===== src/rtl/hazard_scoreboard.sv =====
// Pipeline hazard scoreboard: tracks in-flight register writers behind D and
// produces the D-stage stall request and per-operand forward selects.
module hazard_scoreboard #(
  parameter int DEPTH = 3,
  parameter int AW    = 5,
  parameter int TW    = 4,
  parameter int SW    = $clog2(DEPTH + 1)
) (
  input  logic             clk,
  input  logic             rst_n,
  input  logic             d_valid,
  input  logic [AW-1:0]    d_rs,
  input  logic [AW-1:0]    d_rt,
  input  logic [TW-1:0]    d_tuse_rs,
  input  logic [TW-1:0]    d_tuse_rt,
  input  logic [AW-1:0]    d_dst,
  input  logic             d_regwrite,
  input  logic [TW-1:0]    d_tnew,
  input  logic             flush,
  output logic             stall,
  output logic [SW-1:0]    fwd_rs_sel,
  output logic [SW-1:0]    fwd_rt_sel,
  output logic [DEPTH-1:0] occ,
  output logic [15:0]      stall_cnt
);

  logic [DEPTH-1:0] valid_q, valid_d;
  logic [AW-1:0]    dst_q  [DEPTH];
  logic [AW-1:0]    dst_d  [DEPTH];
  logic [TW-1:0]    tnew_q [DEPTH];
  logic [TW-1:0]    tnew_d [DEPTH];
  logic [15:0]      stall_cnt_q, stall_cnt_d;

  logic          rs_hit, rt_hit;
  logic [TW-1:0] rs_tnew, rt_tnew;
  logic [SW-1:0] rs_idx, rt_idx;
  logic          rs_stall, rt_stall;
  logic          d_issue, d_writes;

  // Scan oldest to youngest so the youngest matching entry wins.
  always_comb begin
    rs_hit  = 1'b0;
    rt_hit  = 1'b0;
    rs_tnew = '0;
    rt_tnew = '0;
    rs_idx  = '0;
    rt_idx  = '0;
    for (int k = DEPTH - 1; k >= 0; k--) begin
      if (valid_q[k] && (dst_q[k] == d_rs) && (d_rs != '0)) begin
        rs_hit  = 1'b1;
        rs_tnew = tnew_q[k];
        rs_idx  = SW'(k + 1);
      end
      if (valid_q[k] && (dst_q[k] == d_rt) && (d_rt != '0)) begin
        rt_hit  = 1'b1;
        rt_tnew = tnew_q[k];
        rt_idx  = SW'(k + 1);
      end
    end
  end

  assign rs_stall   = rs_hit && (d_tuse_rs != '1) && (rs_tnew > d_tuse_rs);
  assign rt_stall   = rt_hit && (d_tuse_rt != '1) && (rt_tnew > d_tuse_rt);
  assign stall      = d_valid && !flush && (rs_stall || rt_stall);
  assign fwd_rs_sel = (rs_hit && (rs_tnew == '0)) ? rs_idx : '0;
  assign fwd_rt_sel = (rt_hit && (rt_tnew == '0)) ? rt_idx : '0;

  assign d_issue  = d_valid && !stall && !flush;
  assign d_writes = d_regwrite && (d_dst != '0) && (d_tnew != '0);

  always_comb begin
    valid_d = '0;
    for (int k = 0; k < DEPTH; k++) begin
      dst_d[k]  = '0;
      tnew_d[k] = '0;
    end
    if (d_issue && d_writes) begin
      valid_d[0] = 1'b1;
      dst_d[0]   = d_dst;
      tnew_d[0]  = d_tnew - TW'(1);
    end
    for (int k = 1; k < DEPTH; k++) begin
      valid_d[k] = valid_q[k-1];
      dst_d[k]   = dst_q[k-1];
      tnew_d[k]  = (tnew_q[k-1] == '0) ? '0 : tnew_q[k-1] - TW'(1);
    end
    stall_cnt_d = stall_cnt_q;
    if (stall && (stall_cnt_q != 16'hFFFF)) stall_cnt_d = stall_cnt_q + 16'd1;
  end

  always_ff @(posedge clk) begin
    if (!rst_n) begin
      valid_q     <= '0;
      stall_cnt_q <= '0;
      for (int k = 0; k < DEPTH; k++) begin
        dst_q[k]  <= '0;
        tnew_q[k] <= '0;
      end
    end else begin
      valid_q     <= valid_d;
      stall_cnt_q <= stall_cnt_d;
      for (int k = 0; k < DEPTH; k++) begin
        dst_q[k]  <= dst_d[k];
        tnew_q[k] <= tnew_d[k];
      end
    end
  end

  assign occ       = valid_q;
  assign stall_cnt = stall_cnt_q;

endmodule


===== config.mk =====
export PLATFORM = sky130hd
export DESIGN_NAME = hazard_scoreboard
export DESIGN_NICKNAME = d
export VERILOG_FILES = /design/src/rtl/hazard_scoreboard.sv
export SDC_FILE = /design/constraint.sdc
export NUM_CORES = 1
export LEC_CHECK = 0
export CAP_MARGIN = 10
export CORE_MARGIN = 2
export CORE_UTILIZATION = 40
export DETAILED_ROUTE_END_ITERATION = 16
export HOLD_SLACK_MARGIN = 0.02
export SLEW_MARGIN = 40
export SYNTH_ARGS = -nofsm -noshare
export SYNTH_HDL_FRONTEND = slang
export SYNTH_SLANG_ARGS = --single-unit

===== constraint.sdc =====
create_clock -name clk -period 7.96 [get_ports clk]
set_input_delay 0.796 -clock clk [delete_from_list [all_inputs] [get_ports clk]]
set_output_delay 0.796 -clock clk [all_outputs]
set_load 0.005 [all_outputs]

======== Word-level counts from Yosys, hierarchy flattened ========
Memory sizes are Yosys's and may differ from the RTL's.
Index checks and enable logic that the tools add are counted.
word-level totals
  memories kept ........................... 2
  ROM bits ................................ 0
  register bits ........................... 19
  bits in latches ......................... 0
  input port bits ......................... 32
  RAM bits ................................ 27
  output and inout port bits .............. 24
operators by class
  equal/unequal tests ..................... 9
  div/mod/pow operators ................... 0
  $mul .................................... 0
  $add $sub $neg .......................... 4
  reductions and logical operators ........ 37
  shift-type cells ........................ 0
  bitwise gates (word level) .............. 6
  $lt $le $gt $ge ......................... 2
  mux-type cells .......................... 33
memory list
  memory  words  bits a word  read ports  clocked after Yosys merged registers in  write ports  RTL line  text
  dst_q   3      5            3           0                                        3            28        logic [AW-1:0] dst_q [DEPTH];
  tnew_q  3      4            3           0                                        3            30        logic [TW-1:0] tnew_q [DEPTH];
operators by type and width
  kind                                                                count
  4-bit 2-to-1 mux                                                    12
  5-bit equality test                                                 6
  1-bit logical AND                                                   26
  5-bit 2-to-1 mux                                                    4
  16-bit by 1-bit adder with 16-bit output, second input constant     1
  4-bit logical NOT                                                   4
  2-bit 2-to-1 mux                                                    8
  16-bit inequality test, second input constant                       1
  5-bit nonzero test                                                  3
  4-bit by 1-bit subtractor with 4-bit output, second input constant  3
  1-bit 2-to-1 mux                                                    9
  4-bit greater-than comparator                                       2
  4-bit inequality test, second input constant                        2
  1-bit bitwise OR                                                    6
  4-bit nonzero test                                                  1
  1-bit logical NOT                                                   2
  1-bit logical OR                                                    1

======== Depth between registers and ports, before layout ========
Gate-level depths: netlist of run 1.
  depth after elaboration ................. 16
  gate-level depth with buffers ........... 15
  depth with buffers taken out ............ 13

======== Least setup slack after synthesis of run 1 ========
OpenSTA, ideal clock, no wires.
  kind .................................... in2out
  start ................................... in d_rt[1]
  end ..................................... out stall
  data arrival time ....................... 3.431 ns
  data required time ...................... 7.164 ns
  slack ................................... 3.733 ns
  cell stages on the path ................. 13
  cell sequence ........................... clkbuf_1 -> xnor2_1 -> nand4_1 -> or2_2 -> a311oi_1 -> nor2_1 -> ha_1 -> nor2b_1 -> o211ai_1 -> a21oi_1 -> o31ai_4 -> buf_4 -> a21oi_1
on the way
  cells in the longest elaborated chain, start to end .. 10
  elaborated cells between the ends (all ways) .. 21
  classes of those cells .................. order compare: 1; eq/ne: 3; mux: 6; reduce/logical: 11
RTL lines
  element                                                             RTL line  text
  from (decl)                                                         13        input logic [AW-1:0] d_rt,
  5-bit equality test                                                 54        if (valid_q[k] && (dst_q[k] == d_rt) && (d_rt != '0)) begin
  1-bit logical AND (2 in a row)                                      54
  4-bit 2-to-1 mux or 1-bit 2-to-1 mux (tied branches) (3 in a row)   54
  4-bit greater-than comparator or 1-bit logical AND (tied branches)  63        assign rt_stall = rt_hit && (d_tuse_rt != '1) && (rt_tnew > d_tuse_rt);
  1-bit logical AND (*)                                               63
  1-bit logical OR (*)                                                64        assign stall = d_valid && !flush && (rs_stall || rt_stall);
  1-bit logical AND (*)                                               64
  to (decl)                                                           20        output logic stall,
Mark *: on every way between the ends. The rest lies on a longest branch, timed or not.

======== Final worst setup path of run 1 ========
Same ends and word-level chain as after synthesis.

==> metrics.txt, run 1 <==
first-pass GRT wire length=11540 µm; IO Pins=56; total gr overflow=0; Vias=2572; vias in the first global route=2431; CP required=7160 ps; number of gates resized after CTS=0; average routed wire per standard cell=14.03 µm; CTS tree=yes; synth unique cells=48; layout cells sized above 1=0.08060; Flop pwr share=0.472; CTS buffer count=5; Fmax=180.9 MHz; CTS Sinks=46; RSZ-0062 raised after global routing=no; hold_buf cts=0; Initial Util=0.4078; mean post-synth cell area=8.436 µm²; largest family of logic cells by synthesized area=simple AND/OR/NAND/NOR gates; max-slew violation count=0; ant diodes=0; critical setup path kind=primary input to output port; Pint=0.0003869 W; #FFs+latches synth=46; fraction of synthesized area in multiplexers=0.05202; Rows=31; largest net degree at the start of global routing=44; clk slew on worst S/H paths=90 ps; Worst EP arrival=4730 ps; skew final=6.257 ps; Tcrit/Tclk final=0.6945; Critical Path Source Type=primary input; endpoints failing hold=0; area share of the largest cell type after synthesis=0.3164; post-route minimum period=5528 ps; status=complete, no violations; setup TNS=0 ps; DRC Markers=0; Nets=440; max_cap viols=0; Clk network pwr share=0.420; peak supply drop=81.76 µV; P_sw=0.0001127 W; gpl congestion=0.8678; PD cells=136.0 nW/µm²; Max Buffers Root-to-Sink=2; Synth Area in Compound Gates=0.1402; Synth area leaders=dfxtp_1 (32%), xnor2_1 (8.4%), ha_1 (5.2%); Crit Path Max Fanout=14; CTS root buf=clkbuf_8; Final ANT Viol Nets=0; PortBufs=55; Synth Area in XOR/XNOR=0.09630; CP Capture Type=output port; Net Sw Frac=0.2255; initial antenna violation count=0; core box area=7137 µm²; worst skew pair latency=300 ps; drt first pass iters=4; Final setup viols=0; commonest register cell after synthesis=dfxtp_1; final worst setup slack=2432 ps; post-synthesis cell count=345; Layout area overhead=26.27%; Mapped Nets=389; Yosys Warn Count=0; Synth area leader=dfxtp_1; Worst Tran Pin Value=820.2 ps; mapped cell area=2910 µm²; routed wire length=6957 µm; Synth Area in Simple Gates=0.2997; H-Tree Level Count=2; Async SR Flop Fraction=0; dpl hpwl=5330 µm; combinational power share=0.108; Post-synth EDFFs=0; leakage power=1.284 nW; post-CTS setup repair buffer count=0; Initial DRC Count=110; die area=7974 µm²; Die Y=89.30 µm; Global Route Usage Sum=0.1855; pre-CTS WS=2412 ps; Filler cells=707; HP Class=flip-flop to flip-flop; Synth Area in Adders=0.05159; die span in x=89.30 µm; sequential area share after synthesis=0.3164; relative slew slack=0.4490; drt via density=5.185
path summary, 6_finish.rpt:
kind	start	cells after the start	slack [ps]	end
setup / recovery	d_rt[1]	13	2430	stall
hold / removal	tnew_q[0][4]	1	420	tnew_q[0][8]
setup reg to reg	dst_q[0][9]	12	4390	stall_cnt[12]
hold reg to reg	tnew_q[0][4]	1	420	tnew_q[0][8]
cells in the final DEF (no fill, tap or decap), types with 14 or more instances in the layout:
master / Yosys / routed
and2_1: 17 / 17
mux2i_1: 14 / 14
nand2b_1: 16 / 16
a21oi_1: 21 / 21
inv_1: 16 / 16
nor2_1: 27 / 27
nand2_1: 28 / 28
dfxtp_1: 46 / 46
nand4_1: 16 / 16
clkdlybuf4s50_1: 0 / 55
xnor2_1: 28 / 28
state kept, by name, summed over array words and instances, names as in the netlist:
name and flops:
dst_q 15, tnew_q 12, stall_cnt 16, occ 3
worst max-delay path: stages:
cell,delay [ps]
clkdlybuf4s50_1,670
xnor2_1,160
nand4_1,280
or2_2,430
a311oi_1,370
nor2_1,90
ha_1,300
nor2b_1,140
o211ai_1,90
a21oi_1,400
o31ai_4,290
a21oi_1,200
clkdlybuf4s50_1,520
power by group through the flow:
stage          combinational (W)  clock, W  sequential, W
2_1_floorplan          0.0000291         0       0.000240
3_3_place_gp           0.0000530         0       0.000241
3_5_place_dp           0.0000536         0       0.000241
4_1_cts                0.0000539  0.000216       0.000236
5_1_grt                0.0000590  0.000224       0.000236
6_report               0.0000537  0.000210       0.000236
Yosys cell counts (5+ instances only):
library cell  number
a211oi_1           5
or2_2              5
xnor2_1           28
a21oi_1           21
nand4_1           16
nand2_1           28
dfxtp_1           46
clkbuf_1           7
nor3_1            14
ha_1              12
inv_1             16
a311oi_1           6
and2_1            17
nand2b_1          16
mux2i_1           14
nor2_1            27
nand3_1           10
routing by layer:
metal	vias to the layer above	share of wire	GRT usage
met2	62	0.45	0.2889
met5	-	0	0
met1	1179	0.50	0.2620
met4	0	0.017	0.05970
met3	9	0.035	0.03047
li1	1322	-	-
area by class of cell:
class,instances,area (µm²),area share
Inverter,16,60.06,0.01634
Timing Repair Buffer,57,565.5,0.1539
Tap cell,99,123.9,0.03371
Multi-Input combinational cell,270,1867,0.5080
Sequential cell,46,920.9,0.2506
Clock buffer,5,68.82,0.01873
Clock inverter,3,68.82,0.01873
kinds of logic after synthesis:
kind of cell	Yosys count
buffers and inverters	29
muxes	15
adders and majority gates	12
DFF	46
xor gates and xnor gates	32
and+or+nand+nor	157
AOI/OAI and AO/OA	54
per-stage QoR:
stage	area [µm²]	util	power, W	hold slack (ps)	std cells
after floorplan	2910	-	0.0002691	390.2	345
after global placement	3532	0.4949	0.0002943	398.5	488
after detailed placement	3532	0.4949	0.0002949	405.2	488
final	3675	0.5149	0.0004996	419.0	496
after global routing	3675	0.5149	0.0005195	420.4	496
after CTS	3670	0.5142	0.0005053	417.8	496
No activity file was read; power rests on OpenSTA's default activity.
==> inputs of run 2 (changes only) <==
--- a/config.mk
+++ b/config.mk
@@ -10,6 +10,7 @@
 export CORE_UTILIZATION = 40
 export DETAILED_ROUTE_END_ITERATION = 16
 export HOLD_SLACK_MARGIN = 0.02
+export PLACE_DENSITY = 0.67
 export SLEW_MARGIN = 40
 export SYNTH_ARGS = -nofsm -noshare
 export SYNTH_HDL_FRONTEND = slang
==> constraint.sdc (replaced) <==
create_clock -name clk -period 4.7 [get_ports clk]
set_input_delay 0.47 -clock clk [delete_from_list [all_inputs] [get_ports clk]]
set_output_delay 0.47 -clock clk [all_outputs]
set_load 0.005 [all_outputs]
==> metrics.txt, run 2 (synthesis results as in run 1) <==
largest net degree at the start of global routing=43 (-2.3%); clk slew on worst S/H paths=90 ps (about the same); max_cap viols=0 (unchanged); peak supply drop=97.18 µV (+19%); final core utilization=0.5147 (about the same); drt first pass iters=4 (unchanged); final worst setup slack=128.8 ps (-2303 ps); worst skew pair latency=310 ps (about the same); Multi-input gate area=1889 µm² (+1.2%); Worst EP arrival=4100 ps (-630 ps); pre-CTS WS=-18.92 ps (-2431 ps); max reg flops=16 (unchanged); CTS root buf=clkbuf_8; Fmax=218.8 MHz; skew final=9.220 ps (+2.963 ps); total gr overflow=0 (unchanged); critical setup path kind=primary input to output port; Die Y=89.30 µm (unchanged); Nets=443 (+0.68%); Global Route Usage Sum=0.1797 (-0.005854); dpl hpwl=5340 µm (+0.19%); Rows=31 (unchanged); CP required=4230 ps (-2930 ps); Crit Path Max Fanout=6 (-8); Tcrit/Tclk final=0.9726; relative slew slack=0.4572 (+0.008163); Vias=2625 (+2.1%); post-route minimum period=4571 ps; CTS tree=yes; HP Class=flip-flop to flip-flop; Final ANT Viol Nets=0 (unchanged); PD cells=203.2 nW/µm² (+49%); Filler cells=676 (-4.4%); Pint=0.0005512 W (+42%); Worst Tran Pin Value=808.0 ps (-12.15 ps); CTS buffer count=5 (unchanged); P_sw=0.0001953 W (+73%); Net Sw Frac=0.2616 (+0.03607); ant diodes=0 (unchanged); CTS Sinks=46 (unchanged); most frequent cells in the layout=clkdlybuf4s50_1 (55), dfxtp_1 (46), xnor2_1 (28), nand2_1 (28), nor2_1 (27); Critical Path Source Type=primary input; Initial Util=0.4078 (unchanged); combinational power share=0.125 (+0.017); vias in the first global route=2437 (+0.25%); die area=7974 µm² (unchanged); die span in x=89.30 µm (unchanged); commonest non-fill, non-tap cell in the layout=clkdlybuf4s50_1; RSZ-0062 raised after global routing=no; IO Pins=56 (unchanged); Clk network pwr share=0.340 (-0.080); leakage power=1.279 nW (-0.38%); Reg area=920.9 µm² (unchanged); hold_buf cts=0 (unchanged); max-slew violation count=0 (unchanged); PortBufs=55 (unchanged); status=complete, no violations; CP Capture Type=output port; drt via density=5.261 (+1.4%); Initial DRC Count=132 (+20%); core box area=7137 µm² (unchanged); DRC Markers=0 (unchanged); first-pass GRT wire length=11220 µm (-2.7%); Max Buffers Root-to-Sink=2 (unchanged); gpl congestion=0.9021 (+4.0%); H-Tree Level Count=2 (unchanged); Final setup viols=0 (unchanged); post-CTS setup repair buffer count=0 (unchanged); endpoints failing hold=0 (unchanged); Layout area overhead=26.23% (about the same); initial antenna violation count=0 (unchanged); Flop pwr share=0.535 (+0.063); layout cells sized above 1=0.09250 (+0.01190); routed wire length=6954 µm (about the same); average routed wire per standard cell=13.94 µm (-0.64%)
==> run 2: cell count changes in the layout (fill, tap and decap cells not counted) <==
cell       delta
nor2_2        -1
clkinv_2      +1
nor2_4        +1
buf_4         +3
a21oi_4       +1
inv_6         +2
clkinv_4      -1
a311oi_2      +1
a21oi_1       -1
bufinv_16     -2
a311oi_1      -1
==> run 2: path summary, 6_finish.rpt <==
| path | startpoint | end | slack (ps) | cells past startpoint |
|---|---|---|---|---|
| max | d_rt[0] | stall | 130 | 13 |
| min | tnew_q[0][4] | tnew_q[0][8] | 420 | 1 |
| max reg2reg | dst_q[0][7] | stall_cnt[14] | 1330 | 13 |
| min reg2reg | tnew_q[0][4] | tnew_q[0][8] | 420 | 1 |
==> run 2: final cells by class <==
class                      instances  area share
timing repair buffer              60      0.1601
inverter                          16     0.01635
tap                               99     0.03372
sequential                        46      0.2507
clock inverter                     3    0.006131
clock buffer                       5     0.01873
multi-input combinational        270      0.5143
==> run 2: layer usage <==
| metal | up-vias | global-route usage | routed length, µm |
|---|---|---|---|
| met5 | - | 0 | 0 |
| met2 | 74 | 0.2990 | 3328 |
| met1 | 1216 | 0.2386 | 3182 |
| met4 | 0 | 0.05156 | 88 |
| li1 | 1327 | - | - |
| met3 | 8 | 0.03232 | 355 |
==> run 2: power by group through the flow <==
stage                     clock network (W)  logic (W)  registers (W)
after CTS                          0.000261  0.0000928       0.000399
after global routing               0.000272   0.000103       0.000400
final                              0.000254  0.0000932       0.000400
after detailed placement                  0  0.0000921       0.000409
after global placement                    0  0.0000905       0.000409
after floorplan                           0  0.0000493       0.000407
==> run 2: repair_timing <==
| action | in CTS | in global routing |
|---|---|---|
| pin swaps | 0 | 1 |
| gates cloned | 0 | 0 |
| gates resized for setup | 1 | 3 |
| endpoints found under the setup margin | 1 | 1 |
==> run 2: critical path, stage by stage <==
cell and delay [ps]:
clkdlybuf4s50_1 510, or4_4 620, o211ai_4 270, or2_2 220, a311oi_1 130, or2_2 330, ha_1 180, nor2b_1 120
o211ai_1 140, a21oi_4 240, o31ai_4 100, a21oi_1 210, clkdlybuf4s50_1 550
==> run 2: per-stage QoR <==
step                      cells  total power [W]  cell area [µm²]  hold WS (ps)  setup TNS, ps
after CTS                   499        0.0007537             3650         423.0              0
after global placement      491        0.0004991             3555         399.5              0
final                       499        0.0007465             3674         418.6              0
after detailed placement    491        0.0005007             3555         405.4         -18.92
after floorplan             345        0.0004558             2910         390.2              0
after global routing        499        0.0007752             3674         441.3              0
